--- src/rtl/tdm_mux_if.sv ---
// rtl/tdm_mux_if.sv - channel data, control and sample handshake bundle for tdm_mux
interface tdm_mux_if #(
    parameter int N = 8,
    parameter int W = 1
);
    localparam int SW = $clog2(N);

    logic [N*W-1:0] din;
    logic [SW-1:0]  sel;
    logic           mode;
    logic           en;
    logic           out_ready;
    logic [W-1:0]   dout;
    logic [SW-1:0]  dout_ch;
    logic           dout_valid;
    logic           wrap;

    modport master (
        output din, sel, mode, en, out_ready,
        input  dout, dout_ch, dout_valid, wrap
    );

    modport slave (
        input  din, sel, mode, en, out_ready,
        output dout, dout_ch, dout_valid, wrap
    );
endinterface

--- src/rtl/tdm_mux.sv ---
// rtl/tdm_mux.sv - N-channel time-division mux, direct or auto-scan, single-entry output register
module tdm_mux #(
    parameter  int N  = 8,
    parameter  int W  = 1,
    localparam int SW = $clog2(N)
) (
    input  logic      clk,
    input  logic      rst,
    tdm_mux_if.slave  bus
);
    logic [W-1:0]  ch_data [N];
    logic          cap;
    logic [SW-1:0] src_ch;

    logic [W-1:0]  dout_q,    dout_d;
    logic [SW-1:0] dout_ch_q, dout_ch_d;
    logic          valid_q,   valid_d;
    logic          wrap_q,    wrap_d;
    logic [SW-1:0] scan_ch_q, scan_ch_d;

    for (genvar k = 0; k < N; k++) begin : g_ch
        assign ch_data[k] = bus.din[k*W +: W];
    end

    // The output register takes a new sample whenever it is empty or being drained this cycle.
    always_comb begin
        cap       = bus.en & (~valid_q | bus.out_ready);
        src_ch    = bus.mode ? scan_ch_q : bus.sel;
        dout_d    = dout_q;
        dout_ch_d = dout_ch_q;
        valid_d   = valid_q;
        wrap_d    = 1'b0;
        scan_ch_d = scan_ch_q;

        if (cap) begin
            dout_d    = ch_data[src_ch];
            dout_ch_d = src_ch;
            valid_d   = 1'b1;
            wrap_d    = bus.mode & (scan_ch_q == SW'(N-1));
        end else if (bus.out_ready) begin
            valid_d   = 1'b0;
        end

        // Direct mode parks the scan pointer so each scan entry starts at channel 0.
        if (!bus.mode) begin
            scan_ch_d = '0;
        end else if (cap) begin
            scan_ch_d = scan_ch_q + SW'(1);
        end
    end

    always_ff @(posedge clk) begin
        if (rst) begin
            dout_q    <= '0;
            dout_ch_q <= '0;
            valid_q   <= 1'b0;
            wrap_q    <= 1'b0;
            scan_ch_q <= '0;
        end else begin
            dout_q    <= dout_d;
            dout_ch_q <= dout_ch_d;
            valid_q   <= valid_d;
            wrap_q    <= wrap_d;
            scan_ch_q <= scan_ch_d;
        end
    end

    assign bus.dout       = dout_q;
    assign bus.dout_ch    = dout_ch_q;
    assign bus.dout_valid = valid_q;
    assign bus.wrap       = wrap_q;
endmodule

--- src/flat_wrapper.sv ---
// flat-port wrapper written by rule: the top's interface ports become plain ports
module tdm_mux_flat 
#(
    parameter  int N  = 8,
    parameter  int W  = 1,
    localparam int SW = $clog2(N)
)
  (clk, rst, bus_din, bus_sel, bus_mode, bus_en, bus_out_ready, bus_dout, bus_dout_ch, bus_dout_valid, bus_wrap);
  tdm_mux_if #(.N(N), .W(W)) bus_i ();
  input  logic clk;
  input  logic rst;
  input wire logic [$bits(bus_i.din)-1:0] bus_din;
  input wire logic [$bits(bus_i.sel)-1:0] bus_sel;
  input wire logic [$bits(bus_i.mode)-1:0] bus_mode;
  input wire logic [$bits(bus_i.en)-1:0] bus_en;
  input wire logic [$bits(bus_i.out_ready)-1:0] bus_out_ready;
  output wire logic [$bits(bus_i.dout)-1:0] bus_dout;
  output wire logic [$bits(bus_i.dout_ch)-1:0] bus_dout_ch;
  output wire logic [$bits(bus_i.dout_valid)-1:0] bus_dout_valid;
  output wire logic [$bits(bus_i.wrap)-1:0] bus_wrap;
  assign bus_i.din = bus_din;
  assign bus_i.sel = bus_sel;
  assign bus_i.mode = bus_mode;
  assign bus_i.en = bus_en;
  assign bus_i.out_ready = bus_out_ready;
  assign bus_dout = bus_i.dout;
  assign bus_dout_ch = bus_i.dout_ch;
  assign bus_dout_valid = bus_i.dout_valid;
  assign bus_wrap = bus_i.wrap;
  tdm_mux #(.N(N), .W(W)) u_core (.clk(clk), .rst(rst), .bus(bus_i));
endmodule
--- config.mk ---
export PLATFORM = sky130hd
export DESIGN_NAME = tdm_mux_flat
export DESIGN_NICKNAME = d
export VERILOG_FILES = /design/src/rtl/tdm_mux_if.sv /design/src/rtl/tdm_mux.sv /design/src/flat_wrapper.sv
export SDC_FILE = /design/constraint.sdc
export NUM_CORES = 1
export LEC_CHECK = 0
export ABC_AREA = 0
export CORE_AREA = 2 2 39 41
export CTS_CLUSTER_SIZE = 40
export DETAILED_ROUTE_END_ITERATION = 12
export DIE_AREA = 0 0 41 43
export HOLD_SLACK_MARGIN = 0.05
export PLACE_DENSITY = 0.7
export RECOVER_POWER = 50
export SYNTH_ARGS = -nofsm -noshare
export SYNTH_HDL_FRONTEND = slang
export SYNTH_SLANG_ARGS = --single-unit
--- constraint.sdc ---
create_clock -name clk -period 2.2 [get_ports clk]
set_clock_uncertainty 0.2 [all_clocks]
set_input_delay 0.44 -clock clk [delete_from_list [all_inputs] [get_ports clk]]
set_output_delay 0.44 -clock clk [all_outputs]
set_load 0.03 [all_outputs]
==> impl_metrics.ini <==
[setup_path]
critPathArrivalTime_ns = 1.99
crit_end = u_core.bus.dout
endpoint_kind = flop
cpLargestDelayFamily = multiplexers
cp-startpoint = bus_mode
cp_max_fo = 3
rr_worst_depth = 4
path_buf_inv = 1
critical_path.slowest_cell = clkdlybuf4s50_1
reg2reg_to = u_core.bus.dout
r2r_start = u_core.scan_ch_q[0]
path_cells = clkdlybuf4s50_1 -> mux2_4 -> mux4_1 -> mux2i_1 -> a211oi_1
crit_cells = 5
start_kind = primary input
slowest_delay_ns = 0.52
critPathRequiredTime_ns = 2.12
path_class = primary input to flop
reg2reg_slack_ns = 0.51

[layout]
fin_area_um2 = 708
syn2layout_area_growth_pct = 61.7
layout.nets = 84
drive_above_1_share_pct = 10.8
diodes = 0
final_common_cell = clkdlybuf4s50_1
layout_common_cells = clkdlybuf4s50_1 (19), dfxtp_1 (9), nor2_1 (7), mux2i_1 (6), clkbuf_4 (3)

[die]
io_pins = 22
core_area_mm2 = 0.00138
die_area_mm2 = 0.00176
rows = 14
fp.dieW_um = 41
fp.dieH_um = 43
initial_core_util_pct = 31.6

[synth]
synth-seq-cells = 9
synth_top_area_share_pct = 41.1
yosys_warnings = 0
syn_inst = 38
syn-cell-area_um2 = 438
synth_cell_types = 16
synth_top_area_cell = dfxtp_1
ys_seq_area_share_pct = 41.1
syn_nets = 56
synthTopCellsByArea = dfxtp_1 (41%), mux2i_1 (14%), mux4_1 (12%)
syn_avg_cell_area_um2 = 11.5

[placed_design]
dpl_worst_slack_ns = -0.131
placed_area_um2 = 686
port_buffers = 21
gp_congestion = 0.699

[route]
num_vias = 367
wl_per_cell_um = 11.7
drc_errors = 0
viasPerCell = 4.53
ant_nets = 0
drt_iter0_markers = 9
first_pass_iters = 4
wirelength_um = 949

[timing]
fmax_ghz = 0.483
slew_headroom_pct = 65.5
setup_violations = 0
worst_pin_slew_ns = 0.517
min_period_over_period_pct = 94.1
hold_ws_ns = 0.285
setup_ws_ns = 0.129
finalHoldViolations = 0
min_period_ns = 2.07
rsz0062_at_grt = no
drv_slew = 0

[global_routing]
grt_usage_pct = 12.1
grt_max_degree = 11
gr-total-overflow = 0
antenna_found_initial = 0
grt_pass1_wl_um = 1370
grt_pass1_vias = 342

[clock_tree]
cts-root-buf = clkbuf_4
cts-resized-gates = 0
cts.path.max_buffers = 2
h-tree-depth = 1
post_cts_buffers = 0
cts_inserted_buffers = 3
clkLatencyLatePin_ns = 0.26
holdBufCountCts = 0
cts_sinks = 9
cts_tree = yes
clk_pin_slew_ns = 0.06

[hold_path]
hp-class = flop to flop
hp-start = u_core.bus.dout_valid
hold-path-cell-count = 2

[power]
p_leak_nw = 0.304
power_density_mw_per_mm2 = 556
vdd_drop_max_uv = 304

[outcome]
status = completed

[run]
drv_cap = 0
-- report_power, final --
| part | internal, W | switching, W |
|---|---|---|
| registers | 0.000170 | 0.00000418 |
| clock network | 0.0000698 | 0.0000581 |
| logic | 0.0000552 | 0.0000359 |
-- worst reg2reg max path, cell delays in order (launching register included) --
cell	delay, ns
dfxtp_1	0.38
mux2_4	0.20
mux4_1	0.54
mux2i_1	0.15
a211oi_1	0.09
-- worst min-delay path by stage --
stage                                        to  slack, ns
after floorplan             u_core.scan_ch_q[2]       0.28
after global placement    u_core.bus.dout_valid       0.28
after detailed placement  u_core.bus.dout_valid       0.28
after CTS                 u_core.bus.dout_valid       0.29
after global routing      u_core.bus.dout_ch[1]       0.33
final                     u_core.bus.dout_valid       0.28
-- cell type report --
class	count	area, um2
clock buffers	4	26.3
fillers	143	676
inverters	1	3.75
multi-input cells	27	249
flip-flops and latches	9	180
well taps	16	20.0
repair buffers	24	229
-- cells in the mapped netlist --
master and n:
xnor2_1 1, mux2i_1 6, mux4_1 2, and4b_1 1, buf_2 1, mux2_2 1
a211oi_1 2, a21oi_1 1, nand2b_1 1, mux2_4 1, or2b_1 1, and2_1 1
dfxtp_1 9, nor2_1 7, inv_1 1, ha_1 2
-- metrics by stage --
step	setup TNS [ns]	cells	util [%]	total power, W
2_1_floorplan	0	38	-	0.000222
3_3_place_gp	-0.0702	77	49.5	0.000270
3_5_place_dp	-0.131	77	49.5	0.000271
4_1_cts	0	81	51.4	0.000407
5_1_grt	0	81	51.2	0.000414
6_report	0	81	51.2	0.000394
-- state kept, by name, indices dropped and copies added, names as in the netlist --
signal and count:
u_core.bus.dout_ch 3, u_core.scan_ch_q 3, u_core.bus.dout 1, u_core.bus.dout_valid 1, u_core.bus.wrap 1
-- kinds of logic (layout without fill, tap and decap cells) --
logic type      Yosys count  count (layout)  share of synthesized area, %
flops                     9               9                          41.1
fa+ha+maj                 2               2                          5.71
buf+inv                   2              29                          2.00
compound gates            3               3                          4.57
mux                      10              10                          31.7
simple gates             11              11                          12.9
xor+xnor                  1               1                          2.00
-- metal layers --
metal  track usage, %  vias up  wire length [um]
met3             4.71        0                77
met4             8.00        0                 0
met5                0        -                 0
met2             15.0       15               424
li1                 -      192                 -
met1             16.8      160               447
Power figures use the tool's default switching activity.
